===== config.mk =====
export PLATFORM = sky130hd
export DESIGN_NAME = cdl_tune_ctrl
export DESIGN_NICKNAME = d
export VERILOG_FILES = /design/src/rtl/cdl_pkg.sv /design/src/rtl/cdl_therm_enc.sv /design/src/rtl/cdl_tune_ctrl.sv
export SDC_FILE = /design/constraint.sdc
export NUM_CORES = 1
export LEC_CHECK = 0
export ABC_CLOCK_PERIOD_IN_PS = 6100
export CAP_MARGIN = 20
export CORE_AREA = 2 2 88 90
export CTS_CLUSTER_DIAMETER = 150
export CTS_CLUSTER_SIZE = 10
export DETAILED_ROUTE_END_ITERATION = 10
export DIE_AREA = 0 0 90 92
export PLACE_DENSITY = 0.7
export SYNTH_ARGS = -nofsm -noshare
export SYNTH_HDL_FRONTEND = slang
export SYNTH_SLANG_ARGS = --single-unit
export TNS_END_PERCENT = 30

===== constraint.sdc =====
create_clock -name clk -period 6.1 [get_ports clk]
set_input_delay 1.22 -clock clk [delete_from_list [all_inputs] [get_ports clk]]
set_output_delay 1.22 -clock clk [all_outputs]
set_load 0.005 [all_outputs]

===== src/rtl/cdl_pkg.sv =====
// Shared types and default constants for the coarse delay-line tuning controller.
// Both the FSM state and the last accepted direction are exposed through cdl_dbg_t.
package cdl_pkg;

  localparam int CDL_N_STAGES   = 16;
  localparam int CDL_CODE_INIT  = 8;
  localparam int CDL_SETTLE     = 4;
  localparam int CDL_LOCK_CNT   = 3;
  localparam int CDL_UNLOCK_CNT = 4;

  localparam int CNT_W    = 8;
  localparam int SETTLE_W = 4;

  typedef enum logic {
    TRACK,
    LOCKED
  } cdl_state_e;

  typedef enum logic [1:0] {
    NONE,
    UP,
    DN
  } cdl_dir_e;

  typedef struct packed {
    cdl_state_e          state;
    cdl_dir_e            last_dir;
    logic [CNT_W-1:0]    rev_cnt;
    logic [CNT_W-1:0]    run_cnt;
    logic [SETTLE_W-1:0] settle_cnt;
  } cdl_dbg_t;

endpackage


===== src/rtl/cdl_therm_enc.sv =====
// Combinational code-to-thermometer encoder: therm[i] = 1 exactly when i < code.
module cdl_therm_enc #(
  parameter  int N_STAGES = 16,
  localparam int CW       = $clog2(N_STAGES + 1)
) (
  input  logic [CW-1:0]       code,
  output logic [N_STAGES-1:0] therm
);

  always_comb begin
    therm = '0;
    for (int i = 0; i < N_STAGES; i++) begin
      therm[i] = (CW'(i) < code);
    end
  end

endmodule


===== src/rtl/cdl_tune_ctrl.sv =====
// Delay-line tuning controller: steps a thermometer code by +/-1 with a settle gap,
// saturates at the range limits, and tracks lock from alternating step directions.
module cdl_tune_ctrl
  import cdl_pkg::*;
#(
  parameter  int N_STAGES   = CDL_N_STAGES,
  parameter  int CODE_INIT  = CDL_CODE_INIT,
  parameter  int SETTLE     = CDL_SETTLE,
  parameter  int LOCK_CNT   = CDL_LOCK_CNT,
  parameter  int UNLOCK_CNT = CDL_UNLOCK_CNT,
  localparam int CW         = $clog2(N_STAGES + 1)
) (
  input  logic                clk,
  input  logic                rst_n,
  input  logic                en,
  input  logic                up,
  input  logic                dn,
  input  logic                load,
  input  logic [CW-1:0]       load_code,
  output logic [N_STAGES-1:0] T,
  output logic [N_STAGES-1:0] Tb,
  output logic [CW-1:0]       code,
  output logic                locked,
  output logic                at_min,
  output logic                at_max,
  output logic                sat_err,
  output cdl_dbg_t            dbg
);

  localparam logic [N_STAGES-1:0] T_INIT  = {N_STAGES{1'b1}} >> (N_STAGES - CODE_INIT);
  localparam logic [CW-1:0]       CODE_MAX = CW'(N_STAGES);
  localparam logic [CW-1:0]       CODE_MIN = CW'(1);

  cdl_state_e          state_q, state_d;
  cdl_dir_e            last_q, last_d, req_dir;
  logic [CNT_W-1:0]    rev_q, rev_d, run_q, run_d;
  logic [SETTLE_W-1:0] settle_q, settle_d;
  logic [CW-1:0]       code_q, code_d;
  logic [N_STAGES-1:0] t_q, tb_q, t_enc;
  logic                sat_q, sat_d;
  logic                settle_done, req_up, req_dn, req_any, at_limit, step;

  function automatic logic [CW-1:0] clamp_code(input logic [CW-1:0] v);
    if (v < CODE_MIN)      return CODE_MIN;
    else if (v > CODE_MAX) return CODE_MAX;
    else                   return v;
  endfunction

  // Handshake-free control: a request is sampled only on an enabled, settled edge
  // with exactly one direction asserted; otherwise it is dropped, never queued.
  assign settle_done = (settle_q == '0);
  assign req_up      = en && !load && settle_done && up && !dn;
  assign req_dn      = en && !load && settle_done && dn && !up;
  assign req_any     = req_up || req_dn;
  assign req_dir     = req_up ? UP : (req_dn ? DN : NONE);
  assign at_limit    = (req_up && code_q == CODE_MAX) || (req_dn && code_q == CODE_MIN);
  assign step        = req_any && !at_limit;

  always_comb begin
    code_d   = code_q;
    state_d  = state_q;
    last_d   = last_q;
    rev_d    = rev_q;
    run_d    = run_q;
    settle_d = settle_q;
    sat_d    = 1'b0;

    if (load) begin
      code_d   = clamp_code(load_code);
      settle_d = SETTLE_W'(SETTLE - 1);
      state_d  = TRACK;
      last_d   = NONE;
      rev_d    = '0;
      run_d    = '0;
    end else if (en) begin
      if (!settle_done) settle_d = settle_q - SETTLE_W'(1);
      sat_d = at_limit;

      if (step) begin
        code_d   = req_up ? code_q + CW'(1) : code_q - CW'(1);
        settle_d = SETTLE_W'(SETTLE - 1);
        last_d   = req_dir;
      end

      case (state_q)
        TRACK: begin
          // The first step after a clear has nothing to reverse against.
          if (step && last_q != NONE) begin
            if (req_dir != last_q) begin
              if (rev_q + CNT_W'(1) == CNT_W'(LOCK_CNT)) begin
                state_d = LOCKED;
                rev_d   = '0;
                run_d   = '0;
              end else begin
                rev_d = rev_q + CNT_W'(1);
              end
            end else begin
              rev_d = '0;
            end
          end
        end
        LOCKED: begin
          // Saturated requests still count toward leaving lock.
          if (req_any) begin
            if (req_dir == last_q) begin
              if (run_q + CNT_W'(1) == CNT_W'(UNLOCK_CNT)) begin
                state_d = TRACK;
                rev_d   = '0;
                run_d   = '0;
              end else begin
                run_d = run_q + CNT_W'(1);
              end
            end else begin
              run_d = '0;
            end
          end
        end
        default: state_d = TRACK;
      endcase
    end
  end

  cdl_therm_enc #(.N_STAGES(N_STAGES)) u_therm_enc (
    .code  (code_d),
    .therm (t_enc)
  );

  always_ff @(posedge clk or negedge rst_n) begin
    if (!rst_n) begin
      state_q  <= TRACK;
      last_q   <= NONE;
      rev_q    <= '0;
      run_q    <= '0;
      settle_q <= '0;
      code_q   <= CW'(CODE_INIT);
      t_q      <= T_INIT;
      tb_q     <= ~T_INIT;
      sat_q    <= 1'b0;
    end else begin
      state_q  <= state_d;
      last_q   <= last_d;
      rev_q    <= rev_d;
      run_q    <= run_d;
      settle_q <= settle_d;
      code_q   <= code_d;
      t_q      <= t_enc;
      tb_q     <= ~t_enc;
      sat_q    <= sat_d;
    end
  end

  assign T       = t_q;
  assign Tb      = tb_q;
  assign code    = code_q;
  assign locked  = (state_q == LOCKED);
  assign at_min  = (code_q == CODE_MIN);
  assign at_max  = (code_q == CODE_MAX);
  assign sat_err = sat_q;

  assign dbg.state      = state_q;
  assign dbg.last_dir   = last_q;
  assign dbg.rev_cnt    = rev_q;
  assign dbg.run_cnt    = run_q;
  assign dbg.settle_cnt = settle_q;

endmodule


==> results of run 1 <==
## through the flow
stage | power (mW) | std cells | util [%] | hold slack (ns) | instance area, um^2
global placement | 0.642 | 484 | 52.9 | 0.507 | 3940
finish | 1.04 | 500 | 55.9 | 0.529 | 4160
global route | 1.09 | 500 | 55.9 | 0.564 | 4160
detailed placement | 0.643 | 484 | 52.9 | 0.519 | 3940
CTS | 1.05 | 500 | 55.9 | 0.528 | 4160
floorplan | 0.542 | 316 | - | 0.498 | 3120
## layer usage
metal,up-vias,global-route usage (%),routed length (um)
li1,1319,-,-
met1,1322,25.3,3530
met2,62,31.6,3670
met3,8,4.11,316
met4,0,5.51,90
met5,-,0,0
## cell type report
type                            instances  area (um^2)
Fill cell                             666         3290
Sequential cell                        60         1520
Multi-Input combinational cell        227         1470
Timing Repair Buffer                   75          743
Tap cell                              102          128
Clock buffer                            9          124
Clock inverter                          7         98.8
Inverter                               20         75.1
## critical path: stages
cell and delay, ns:
clkdlybuf4s50_1 0.81, nor2_1 0.60, o21a_1 0.23, xor2_1 0.07, o21bai_1 0.77, o311ai_1 0.25
## registers in the layout, summed over array words and instances, names as in the netlist
name	count
Tb	16
settle_q	4
T	15
sat_err	1
locked	1
last_q	2
rev_q	8
run_q	8
code	5
## synth_stat cells, types with 8 or more instances
cell / n
inv_1: 18
nand3_1: 10
nand2_1: 29
o21ai_0: 28
nand2b_1: 11
nor2_1: 17
a31oi_1: 10
and3_1: 8
dfrtp_1: 43
ha_1: 8
dfstp_2: 17
a21oi_1: 10
## final timing paths
path                              from       end  slack, ns
max                               load     T[10]       2.29
min                           run_q[7]  run_q[7]       0.53
max reg2reg                settle_q[0]     T[10]       3.10
min reg2reg                   run_q[7]  run_q[7]       0.53
max in group asynchronous        rst_n   code[1]       4.56
min in group asynchronous        rst_n  rev_q[3]       1.03
## placed cells by master (no fill, tap or decap), types with 5 or more instances in the layout
master	count
clkdlybuf4s50_1	73
dfrtp_1	43
nand2_1	29
o21ai_0	28
inv_1	18
dfstp_2	17
nor2_1	17
nand2b_1	11
nand3_1	10
a21oi_1	10
a31oi_1	10
clkbuf_8	9
and3_1	8
ha_1	8
o21a_1	7
o31ai_1	7
nor2b_1	6
and2_1	5
nor3_1	5
## logic make-up (layout without fill, tap and decap cells)
kind of cell    count (synthesis)  after routing  synth area share (%)
flops                          60             60                  48.9
simple gates                  121            121                  22.4
buf+inv                        29            111                  4.01
xor+xnor                        4              4                  1.12
fa+ha+maj                       8              8                  3.21
compound gates                 90             90                  19.1
mux                             4              4                  1.28
## power by group through the flow
stage	registers (mW)	clock network [mW]	logic [mW]
floorplan	0.462	0	0.0796
detailed placement	0.464	0	0.180
finish	0.456	0.401	0.179
global route	0.460	0.426	0.200
global placement	0.463	0	0.179
CTS	0.456	0.410	0.181
==> run_results.csv, run 1 <==
group,metric,value,unit
outcome,status,"finished clean",
cells_and_area,antenna_cells,0,
global_route,grt_pass1_vias,2623,
synthesis,synth.area.top_cells,"dfrtp_1 35%, dfstp_2 14%, o21ai_0 4.5%, nand2_1 3.5%, ha_1 3.2%",
timing,fin_crit,3.81,ns
clocking,path_clk_slew,0.07,ns
power_and_ir_drop,pwr-share-seq,44.0,%
synthesis,syn_nets,335,
synthesis,synth-edff-count,0,
clocking,cts_tree,"yes",
timing,fin_skew,0.00923,ns
worst_setup_path,path_class,"input port to flip-flop",
cells_and_area,area_delta_synth_final,33.5,%
clocking,h-tree-depth,3,
synthesis,ys_ff_latch,60,
timing,setup_viol,0,
route,post-route-drc-count,0,
route,drtAntennaViolNets,0,
placement,place_congestion,0.836,
synthesis,syn-mean-instance-area,9.86,um^2
global_route,antenna_found_initial,0,
timing,tightestPinTransition,0.974,ns
placement,hpwl,5.40,mm
timing,rsz0062_at_grt,"false",
clocking,cts_resized,0,
die,core-area,7450,um^2
synthesis,seq_area_frac_synth,48.9,%
route,drtPass1Iterations,4,
global_route,grt_pass1_wl,12.8,mm
clocking,post-cts-setup-buffers,0,
timing,finalCritPeriodShare,62.4,%
die,num_rows,32,
timing,tns,0,ns
worst_setup_path,crit_arrival,3.95,ns
synthesis,synth_warnings,0,
timing,clock.fmax,0.263,GHz
route,finalWirelength,7.60,mm
synthesis,synth-main-ff-cell,"dfrtp_1",
cells_and_area,nets,412,
clocking,cts_hold_buffers,0,
worst_setup_path,rr_worst_depth,8,
clocking,cts-root-buf,"clkbuf_8",
route,drt_iter0_markers,145,
worst_hold_path,holdCritPathClass,"flip-flop to flip-flop",
power_and_ir_drop,p_sw_share,26.7,%
worst_setup_path,crit_required,6.25,ns
power_and_ir_drop,cellInternalPower,0.760,mW
route,vias,2711,
synthesis,synthArstFlopShare,100,%
global_route,grt_usage,19.1,%
clocking,numCtsBuffers,9,
worst_hold_path,hold_depth,1,
synthesis,synthDominantAreaCellType,"dfrtp_1",
synthesis,syn_inst,316,
synthesis,synth_cell_types,63,
worst_setup_path,cp-end-kind,"flip-flop",
power_and_ir_drop,p_leak,1.70,nW
synthesis,synth_area,3120,um^2
worst_setup_path,path_max_fanout,24,
power_and_ir_drop,ir_drop,0.172,mV
power_and_ir_drop,clock_power_share,38.7,%
worst_setup_path,cp-start-kind,"input port",
job,cap_violations,0,
power_and_ir_drop,p_switching,0.276,mW
die,die_height,92,um
die,boundaryPins,75,
die,initial_utilization,41.9,%
die,die-area,8280,um^2
power_and_ir_drop,power_frac_comb,17.3,%
route,post_drt_wl_per_cell,15.2,um
cells_and_area,drive_above_1_share,11.8,%
synthesis,yosysTopAreaCellShare,34.5,%
clocking,clock-sinks,60,
timing,hold_viol,0,
timing,layout_setup_ws,2.29,ns
placement,port_buffers,74,
power_and_ir_drop,pwr_density_cell,249,nW/um^2
timing,slew_headroom,34.9,%
route,via_per_inst,5.42,
clocking,clockBufferDepth,2,
placement,pre_cts_ws,1.98,ns
timing,drv_slew,0,
global_route,grt_start_max_net_pins,61,
clocking,insertion_delay,0.33,ns
global_route,grt.overflow.total,0,
die,fp.dieW,90,um
Power figures use the tool's default switching activity.
==> run 2: changes to the inputs <==
- ABC_CLOCK_PERIOD_IN_PS: 6100 -> 3900
- clock period: 6.1 -> 3.9 ns (I/O delays scaled with it)
==> run_results.csv, run 2 (synthesis gave the netlist of run 1 again) <==
group,metric,value,unit
outcome,status,"finished clean",
die,core-area,7450,um^2
cells_and_area,multi_input_area,1470,um^2
worst_setup_path,path_buf_inv,2,
power_and_ir_drop,pwr_density_cell,374,nW/um^2
cells_and_area,final_common_cell,"clkdlybuf4s50_1",
cells_and_area,largest_reg_flops,16,
timing,rsz0062_at_grt,"false",
clocking,numCtsBuffers,9,
placement,port_buffers,74,
route,finalWirelength,7.64,mm
timing,tns,0,ns
timing,setup_viol,0,
route,post-route-drc-count,0,
global_route,grt.overflow.total,0,
clocking,h-tree-depth,3,
worst_hold_path,holdCritPathClass,"input port to async pin",
global_route,grt_usage,19.5,%
cells_and_area,regArea,1520,um^2
worst_setup_path,cpLargestDelayFamily,"simple AND/OR/NAND/NOR gates",
cells_and_area,nets,417,
placement,place_congestion,0.853,
timing,hold_viol,0,
clocking,post-cts-setup-buffers,0,
route,drtAntennaViolNets,0,
clocking,cts_resized,0,
global_route,grt_pass1_vias,2587,
timing,finalCritPeriodShare,78.6,%
worst_setup_path,crit_path_cell_trace,"clkdlybuf4s50_1 -> nand4bb_1 -> nor2_1 -> nand2_1 -> mux2i_1 -> inv_2 -> nor3_2 -> and2_1",
worst_setup_path,slowest_delay,0.60,ns
power_and_ir_drop,ir_drop,0.264,mV
clocking,insertion_delay,0.34,ns
clocking,clock-sinks,60,
timing,fin_skew,0.0105,ns
cells_and_area,area_delta_synth_final,34.3,%
timing,fin_crit,3.06,ns
route,via_per_inst,5.44,
clocking,path_clk_slew,0.07,ns
worst_setup_path,crit_arrival,3.34,ns
clocking,cts_hold_buffers,0,
cells_and_area,final_area,4190,um^2
worst_setup_path,cp-end-kind,"flip-flop",
worst_setup_path,cp-start-kind,"input port",
cells_and_area,drive_above_1_share,12.9,%
clocking,cts_tree,"yes",
cells_and_area,antenna_cells,0,
global_route,grt_pass1_wl,12.8,mm
worst_setup_path,slowest_stage,"clkdlybuf4s50_1",
cells_and_area,final_cell_mix,"73 x clkdlybuf4s50_1, 43 x dfrtp_1, 29 x nand2_1",
die,die_height,92,um
placement,hpwl,5.43,mm
cells_and_area,nFillCells,661,
worst_setup_path,crit_required,4.18,ns
timing,holdWs,0.292,ns
placement,place_area,3970,um^2
global_route,antenna_found_initial,0,
die,boundaryPins,75,
timing,tightestPinTransition,0.614,ns
power_and_ir_drop,p_leak,1.72,nW
cells_and_area,final_util,56.2,%
timing,clock.fmax,0.326,GHz
job,cap_violations,0,
power_and_ir_drop,finalPower,1.56,mW
clocking,clockBufferDepth,2,
die,num_rows,32,
route,drt_iter0_markers,190,
timing,slew_headroom,59.1,%
die,initial_utilization,41.9,%
worst_setup_path,path_class,"input port to flip-flop",
die,die-area,8280,um^2
route,drtPass1Iterations,4,
route,post_drt_wl_per_cell,15.1,um
worst_setup_path,path_max_fanout,8,
timing,drv_slew,0,
clocking,cts-root-buf,"clkbuf_8",
die,fp.dieW,90,um
route,vias,2746,
global_route,grt_start_max_net_pins,48,
## run 2: cell count changes in the layout (fill, tap and decap cells not counted), sizes merged
cell      change
bufinv        -1
clkinv        +3
inv           -1
buf           +5
clkinvlp      -1
## run 2: layout make-up
cell class	instances	share of cell area, %
clock buffer	9	2.96
clock inverter	7	1.79
tap	102	3.05
multi-input combinational	227	35.1
inverter	20	1.79
sequential	60	36.4
timing repair buffer	80	18.9
## run 2: metrics by stage
step,setup WS (ns),cells
2_1_floorplan,1.39,316
6_report,0.836,505
3_3_place_gp,0.586,488
3_5_place_dp,0.567,488
5_1_grt,0.601,505
4_1_cts,0.907,504
## run 2: per-layer routing
layer / track usage [%] / wire (um) / share of wire, %
met1: 25.3 / 3490 / 46
met2: 31.0 / 3670 / 48
met3: 6.00 / 398 / 5.2
met4: 7.05 / 89 / 1.2
met5: 0 / 0 / 0
## run 2: worst paths after layout
| check | depth (start not counted) | slack, ns | startpoint | end |
|---|---|---|---|---|
| max in group asynchronous | 3 | 2.80 | rst_n | Tb[8] |
| min reg2reg | 1 | 0.52 | run_q[7] | run_q[7] |
| min | 1 | 0.29 | rst_n | rev_q[4] |
| max | 8 | 0.84 | en | Tb[2] |
| max reg2reg | 9 | 1.13 | settle_q[0] | Tb[2] |
| min in group clk | 1 | 0.52 | run_q[7] | run_q[7] |
## run 2: power by group
| group | total (mW) | internal [mW] | leakage, nW | switching [mW] |
|---|---|---|---|---|
| registers | 0.713 | 0.681 | 0.733 | 0.0325 |
| clock network | 0.565 | 0.298 | 0.104 | 0.268 |
| logic | 0.285 | 0.148 | 0.881 | 0.138 |
| total | 1.56 | 1.13 | 1.72 | 0.438 |
